File: src/rtl/serial_rx_arbiter.sv
// -----------------------------------------------------------------------------
// serial_rx_arbiter
//
// Shares one MSB-first serial-to-parallel capture engine between N_CH serial
// requesters. A channel is picked round-robin from the asserted requests. It
// then holds the grant for one whole DATA_W-bit frame. Each completed word is
// presented together with the index of its source channel. If a granted
// channel stalls for TIMEOUT consecutive cycles inside a frame, the frame is
// aborted so that the channel cannot lock out the others.
//
// Ports
//   clk            in   1       clock, rising edge
//   rst_n          in   1       asynchronous active-low reset
//   req            in   N_CH    per-channel request (level)
//   ser_data       in   N_CH    per-channel serial bit
//   ser_valid      in   N_CH    per-channel bit-valid qualifier
//   gnt            out  N_CH    one-hot grant, registered
//   busy           out  1       frame in progress
//   dout_parallel  out  DATA_W  captured word, first bit in MSB
//   dout_valid     out  1       one-cycle pulse, dout_parallel/dout_ch valid
//   dout_ch        out  CH_W    source channel of dout_parallel
//   abort          out  1       one-cycle pulse, frame aborted on timeout
//   abort_ch       out  CH_W    channel of the aborted frame
// -----------------------------------------------------------------------------
module serial_rx_arbiter #(
    parameter int N_CH    = 4,
    parameter int DATA_W  = 8,
    parameter int TIMEOUT = 16,
    localparam int CH_W   = $clog2(N_CH)
) (
    input  logic              clk,
    input  logic              rst_n,
    input  logic [N_CH-1:0]   req,
    input  logic [N_CH-1:0]   ser_data,
    input  logic [N_CH-1:0]   ser_valid,
    output logic [N_CH-1:0]   gnt,
    output logic              busy,
    output logic [DATA_W-1:0] dout_parallel,
    output logic              dout_valid,
    output logic [CH_W-1:0]   dout_ch,
    output logic              abort,
    output logic [CH_W-1:0]   abort_ch
);

    localparam int BC_W = $clog2(DATA_W + 1);
    localparam int IC_W = (TIMEOUT > 0) ? $clog2(TIMEOUT + 1) : 1;

    localparam logic [0:0] IDLE  = 1'b0;
    localparam logic [0:0] SHIFT = 1'b1;

    localparam logic [BC_W-1:0] LAST_BIT  = BC_W'(DATA_W - 1);
    localparam logic [IC_W-1:0] IDLE_MAX  = IC_W'(TIMEOUT);
    // idle_cnt value that, with one more stall cycle, reaches TIMEOUT
    localparam logic [IC_W-1:0] IDLE_LAST = (TIMEOUT > 0) ? IC_W'(TIMEOUT - 1) : '0;
    localparam logic [CH_W-1:0] CH_LAST   = CH_W'(N_CH - 1);

    logic [0:0]        state_reg;
    logic [CH_W-1:0]   rr_ptr_reg;
    logic [CH_W-1:0]   cur_ch_reg;
    logic [BC_W-1:0]   bit_cnt_reg;
    logic [IC_W-1:0]   idle_cnt_reg;
    logic [DATA_W-1:0] shift_reg;
    logic [N_CH-1:0]   gnt_reg;
    logic [DATA_W-1:0] dout_parallel_reg;
    logic              dout_valid_reg;
    logic [CH_W-1:0]   dout_ch_reg;
    logic              abort_reg;
    logic [CH_W-1:0]   abort_ch_reg;

    // ------------------------------------------------------------------
    // Round-robin pick: candidate gi is the channel gi places after the
    // pointer (wrapping), so the first hit in candidate order wins.
    // ------------------------------------------------------------------
    logic [CH_W-1:0] cand_idx [N_CH];
    logic [N_CH-1:0] cand_hit;
    logic            pick_found;
    logic [CH_W-1:0] pick_ch;

    generate
        for (genvar gi = 0; gi < N_CH; gi++) begin : g_cand
            assign cand_idx[gi] = CH_W'((int'(rr_ptr_reg) + gi) % N_CH);
            assign cand_hit[gi] = req[cand_idx[gi]];
        end
    endgenerate

    always_comb begin
        pick_found = 1'b0;
        pick_ch    = '0;
        for (int k = 0; k < N_CH; k++) begin
            if (!pick_found && cand_hit[k]) begin
                pick_found = 1'b1;
                pick_ch    = cand_idx[k];
            end
        end
    end

    // Granted channel's serial inputs; all other lanes are ignored.
    logic            cur_valid;
    logic            cur_data;
    logic [CH_W-1:0] next_ptr;

    assign cur_valid = ser_valid[cur_ch_reg];
    assign cur_data  = ser_data[cur_ch_reg];
    assign next_ptr  = (cur_ch_reg == CH_LAST) ? '0 : cur_ch_reg + 1'b1;

    always_ff @(posedge clk or negedge rst_n) begin
        if (!rst_n) begin
            state_reg         <= IDLE;
            rr_ptr_reg        <= '0;
            cur_ch_reg        <= '0;
            bit_cnt_reg       <= '0;
            idle_cnt_reg      <= '0;
            shift_reg         <= '0;
            gnt_reg           <= '0;
            dout_parallel_reg <= '0;
            dout_valid_reg    <= 1'b0;
            dout_ch_reg       <= '0;
            abort_reg         <= 1'b0;
            abort_ch_reg      <= '0;
        end else begin
            dout_valid_reg <= 1'b0;
            abort_reg      <= 1'b0;
            case (state_reg)
                IDLE: begin
                    if (pick_found) begin
                        gnt_reg      <= N_CH'(1) << pick_ch;
                        cur_ch_reg   <= pick_ch;
                        state_reg    <= SHIFT;
                        bit_cnt_reg  <= '0;
                        idle_cnt_reg <= '0;
                        shift_reg    <= '0;
                    end
                end
                SHIFT: begin
                    if (cur_valid) begin
                        shift_reg    <= {shift_reg[DATA_W-2:0], cur_data};
                        bit_cnt_reg  <= bit_cnt_reg + 1'b1;
                        idle_cnt_reg <= '0;
                        if (bit_cnt_reg == LAST_BIT) begin
                            // Present the word including the bit arriving now.
                            dout_parallel_reg <= {shift_reg[DATA_W-2:0], cur_data};
                            dout_ch_reg       <= cur_ch_reg;
                            dout_valid_reg    <= 1'b1;
                            gnt_reg           <= '0;
                            state_reg         <= IDLE;
                            rr_ptr_reg        <= next_ptr;
                        end
                    end else if ((TIMEOUT != 0) && (idle_cnt_reg == IDLE_LAST)) begin
                        // Stall limit hit: drop partial data and release the engine.
                        abort_reg    <= 1'b1;
                        abort_ch_reg <= cur_ch_reg;
                        gnt_reg      <= '0;
                        state_reg    <= IDLE;
                        rr_ptr_reg   <= next_ptr;
                        idle_cnt_reg <= idle_cnt_reg + 1'b1;
                    end else if (idle_cnt_reg != IDLE_MAX) begin
                        idle_cnt_reg <= idle_cnt_reg + 1'b1;
                    end
                end
                default: state_reg <= IDLE;
            endcase
        end
    end

    assign gnt           = gnt_reg;
    assign busy          = (state_reg == SHIFT);
    assign dout_parallel = dout_parallel_reg;
    assign dout_valid    = dout_valid_reg;
    assign dout_ch       = dout_ch_reg;
    assign abort         = abort_reg;
    assign abort_ch      = abort_ch_reg;

endmodule

File: config.mk
export PLATFORM = sky130hd
export DESIGN_NAME = serial_rx_arbiter
export DESIGN_NICKNAME = d
export VERILOG_FILES = /design/src/rtl/serial_rx_arbiter.sv
export SDC_FILE = /design/constraint.sdc
export NUM_CORES = 1
export LEC_CHECK = 0
export ABC_AREA = 1
export CAP_MARGIN = 20
export CORE_MARGIN = 2
export CORE_UTILIZATION = 40
export CTS_BUF_LIST = sky130_fd_sc_hd__clkbuf_4 sky130_fd_sc_hd__clkbuf_8 sky130_fd_sc_hd__clkbuf_16
export DETAILED_ROUTE_END_ITERATION = 6
export PLACE_DENSITY = 0.65
export SYNTH_ARGS = -nofsm -noshare
export SYNTH_HDL_FRONTEND = slang
export SYNTH_SLANG_ARGS = --single-unit
export TNS_END_PERCENT = 50
File: constraint.sdc
create_clock -name clk -period 2.1 [get_ports clk]
set_input_delay 0.525 -clock clk [delete_from_list [all_inputs] [get_ports clk]]
set_output_delay 0.525 -clock clk [all_outputs]
set_load 0.02 [all_outputs]
Word level (Yosys, flattened, before mapping) --
Cells that the tools add are included.
Operators by class: eq/ne operators 10, bitwise gates (word level) 2, reductions and logical operators 14, add/subtract/negate cells 6, muxes and demuxes 51, order comparisons 5, shift-type cells 1
Operators by type and width (number):
- 4-bit two-way mux | 6
- 1-bit two-way mux | 20
- 5-bit two-way mux | 4
- 2-bit two-way mux | 8
- 4-bit case mux with 2 select lines | 2
- 2-bit by 3-bit less-than comparator with 1-bit output, second input constant | 5
- 7-bit two-way mux | 2
- 7-bit case mux with 2 select lines | 1
- 1-bit binary-select mux with 2-bit select | 6
- 3-bit AND reduction | 4
- 5-bit case mux with 2 select lines | 1
- 2-bit AND reduction | 3
- 5-bit by 1-bit adder with 5-bit output, second input constant | 1
- 5-bit by 4-bit equality test with 1-bit output, second input constant | 1
- 5-bit != test, second input constant | 1
- 2-bit by 1-bit adder with 2-bit output, second input constant | 2
- 2-bit adder, second input constant | 2
- 4-bit by 1-bit adder with 4-bit output, second input constant | 1
- 4-bit by 3-bit equality test with 1-bit output, second input constant | 1
- 2-bit by 1-bit != test with 1-bit output, second input constant | 2
- 4-bit by 1-bit != test with 1-bit output, second input constant | 1
- 1-bit by 2-bit << shifter with 4-bit output, first input constant | 1
- 1-bit logical AND | 3
- 1-bit logical NOT | 3
- other kinds (7) | 8
Storage, ports and cells: word-level logic and storage cells 101, flip-flop bits (word level) 39, bits of input ports 14, output and inout port bits 19

Logic depth before layout (Yosys ltp) --
Gate-level depths: netlist of run 1.
depth after elaboration 15, gate-level depth with buffers 12, depth with buffers taken out 12

Worst setup path after synthesis of run 1 --
Ideal clock, no wire load.
path kind flip-flop to flip-flop, from register rr_ptr_reg[0], to register gnt_reg[0], in the netlist gnt[0], setup slack 0.569 ns, data required time 1.983 ns, path buffers 2, arrival time 1.415 ns, setup time 0.117 ns, cell stages (with the launch flop) 13, clock period less this slack 1.531 ns, cells stage by stage dfrtp_1 -> buf_4 -> nand2_2 -> nand2_4 -> nand2_4 -> nand2_4 -> nor2_8 -> nand3_2 -> nand2_2 -> buf_6 -> inv_4 -> nand3_2 -> nand2_1
Between the ends: longest elaborated chain between the ends 15, elaborated cells between the ends (all ways) 30, classes of those cells 3 x add/sub; 1 x eq/ne; 1 x shift; 18 x mux; 7 x reduce/logical
RTL lines:
- start, declared | RTL line 58 | logic [CH_W-1:0] rr_ptr_reg;
- start signal, assigned | RTL line 146 | rr_ptr_reg <= next_ptr;
- start signal, assigned | RTL line 154 | rr_ptr_reg <= next_ptr;
- branches (longest 15 deep; another with 2-bit by 1-bit adder with 2-bit output)
- end signal, assigned | RTL line 126 | gnt_reg <= N_CH'(1) << pick_ch;
- end, declared | RTL line 63 | logic [N_CH-1:0] gnt_reg;
Several ways; the timed one is not identified. The select of a mux whose other input is x is not followed. A chain may end at the register's enable or synchronous reset.

Worst setup path in the final report of run 1 --
from register state_reg, in the netlist busy, to output busy
RTL lines:
- start, declared | RTL line 57 | logic [0:0] state_reg;
- start signal, assigned | RTL line 108 | state_reg <= IDLE;
- start signal, assigned | RTL line 128 | state_reg <= SHIFT;
- start signal, assigned | RTL line 145 | state_reg <= IDLE;
- end, declared | RTL line 37 | output logic busy,
No word-level cell between the ends.

==> results of run 1 <==
[synthesized netlist by cell type (2+ instances only)]
| library cell | instances | area share, % |
|---|---|---|
| nand4_1 | 2 | 0.56 |
| o21ai_2 | 8 | 3.2 |
| o21ai_1 | 13 | 2.9 |
| nand3_2 | 10 | 4.5 |
| nand3b_1 | 3 | 1.0 |
| dfrtp_1 | 39 | 44 |
| nand2_4 | 6 | 3.0 |
| buf_6 | 3 | 1.5 |
| o21ai_0 | 7 | 1.6 |
| ha_1 | 5 | 2.8 |
| nor2_1 | 12 | 2.0 |
| nand2_2 | 7 | 2.0 |
| inv_2 | 7 | 1.2 |
| buf_2 | 3 | 0.68 |
| nand2_1 | 80 | 14 |
| nand3_1 | 24 | 5.4 |
| inv_1 | 24 | 4.1 |
| a21oi_1 | 2 | 0.45 |
[layer usage]
metal | wire, µm | vias up | share of wire [%] | GRT usage [%]
li1 | - | 934 | - | -
met1 | 2014 | 810 | 47 | 19.05
met2 | 2084 | 31 | 48 | 27.84
met3 | 121 | 7 | 2.8 | 2.874
met4 | 78 | 0 | 1.8 | 6.316
met5 | 0 | - | 0 | 0
[worst paths after layout]
kind,end,slack [ns],cells after the start
worst max register to register,gnt[0],0.34,12
worst min register to register,idle_cnt_reg[4],0.48,2
worst max-delay path,busy,0.18,1
worst min-delay path,dout_parallel[2],0.27,2
max in group asynchronous,bit_cnt_reg[2],1.48,2
min in group clk,idle_cnt_reg[4],0.48,2
[power breakdown]
part / switching [mW] / total [mW] / leakage (nW) / internal, mW
Clock: 0.253 / 0.512 / 0.0491 / 0.259
Sequential: 0.230 / 1.25 / 0.509 / 1.02
Combinational: 1.27 / 2.08 / 0.798 / 0.812
[final cells by class]
cell class,count,area (µm²),share of cell area (%)
timing repair buffer,40,387.9,14.22
tap,72,90.09,3.303
clock buffer,7,83.83,3.073
clock inverter,1,5.005,0.1835
inverter,32,122.6,4.495
sequential,39,975.9,35.78
multi-input combinational,189,1062,38.94
[kinds of logic (layout without fill, tap and decap cells)]
logic type	count (synthesis)	in the layout	share of synthesized area, %
compound gates	33	33	9.481
buf+inv	39	80	8.070
flops	39	39	44.02
xor+xnor	2	2	0.7902
fa+ha+maj	5	5	2.822
simple gates	149	149	34.82
==> results_dict.tcl, run 1 <==
set metrics [dict create \
    postCtsResizedCells 0 \
    placeableCoreArea_um2 5439 \
    crit_path_end_kind "output pin" \
    power.ir.vdd_worst_v 0.0007496 \
    timing.critical_path.from "busy" \
    worst_skew_pair.late_latency_ns 0.29 \
    fp.dieW_um 78.45 \
    placed_cells_incl_taps 372 \
    max-clock-path-buffers 2 \
    cp.buffers_inverters 1 \
    number_of_enable_flip_flop_cells_after_synthesis 0 \
    rsz0062_at_grt "no" \
    place.gp.congestion 0.7969 \
    criticalPathCategory "flop to output pin" \
    timing.final.max_slew_violations 0 \
    totalNegativeSetupSlack_ns 0 \
    min_period_over_period_pct 91.38 \
    synth_area_per_cell_um2 8.304 \
    routed_via_density 4.689 \
    grt_start_max_net_pins 40 \
    layout.cells.most_common_list "nand2_1, dfrtp_1, clkdlybuf4s50_1" \
    power_per_cell_area_nw_per_um2 1410 \
    antenna_found_initial 0 \
    cp_max_fo 6 \
    crit_chain "clkdlybuf4s50_1" \
    vias 1782 \
    numPortBuffers 32 \
    num_io_pins 33 \
    top_achievable_clock_speed_ghz 0.5211 \
    synth-async-reset-ratio_pct 100.0 \
    detail_route.wl_per_cell_um 11.31 \
    layout-area-overhead-vs-synth_pct 23.03 \
    sequential_cell_area_fraction_in_the_yosys_report_pct 44.02 \
    cts.hold.buffers_added 0 \
    cts_tree "yes" \
    ctsHtreeMaxLevel 2 \
    fill_cells 519 \
    drt_pass1_iterations 4 \
    postCtsSetupBuffers 0 \
    dieArea_um2 6154 \
    first_global_vias 1699 \
    grt-ovfl-total 0 \
    area_of_all_placed_cells_without_fillers_um2 2728 \
    cp_top_family "buffers and inverters" \
    critical_path.max_stage_delay_ns 0.64 \
    ys_types 30 \
    die_h_um 78.45 \
    crit_required_ns 1.57 \
    ys.warnings.count 0 \
    final_common_cell "nand2_1" \
    drt_wl_total_um 4299 \
    p_leak_nw 1.356 \
    place.detailed.hpwl_um 3171 \
    crit_slowest_cell "clkdlybuf4s50_1" \
    rows 27 \
    power.total_mw 3.845 \
    cts-root-buf "clkbuf_8" \
    synth_fp_nets 286 \
    dpl_cell_area_um2 2639 \
    post_route_cells_drive_above_1_share_pct 19.48 \
    final_cells 380 \
    largest_register_ffs 8 \
    numClockSinks 39 \
    place_ws_ns 0.02147 \
    grt_first_pass_wirelength_um 7741 \
    drc 0 \
    start_util_pct 40.76 \
    tightest_slew_ns 0.4864 \
    max_cap_viols 0 \
    synthFlopType "dfrtp_1" \
    critical_path.reg2reg.startpoint "rr_ptr_reg[0]" \
    report.final.setup_viol 0 \
    setup_slack_ns 0.1809 \
    max-slew-margin-rel_pct 67.57 \
    cts_inserted_buffers 5 \
    n_antenna_cell 0 \
    postRouteAntennaNets 0 \
    cp_data_arrival_time_ns 1.39 \
    period_needed_ns 1.919 \
    path_clk_slew_ns 0.07 \
    layout.nets 326 \
    run_status "finished, final reports clean" \
    synth.ff_latch_count 39 \
    drt_iter0_markers 118 \
    cp-start-kind "flop" \
    global_route.usage.total_pct 15.80 \
    post_synth_inst_count 267 \
    clock_skew_ns 0.004009 \
    hold_viol_final 0 \
    min-delay-path-class "primary input to asynchronous set/reset pin" \
    synth_area_um2 2217 \
    fin_util_pct 50.15 \
    timing.hold.ws_ns 0.2733 \
]
Note: power is estimated with default switching activity, not from simulation.
==> run 2: changes to the inputs <==
Settings changed: SKIP_CTS_REPAIR_TIMING set to 1.
==> results of run 2 <==
Final layout, timing and power as in run 1 (identical DEF).
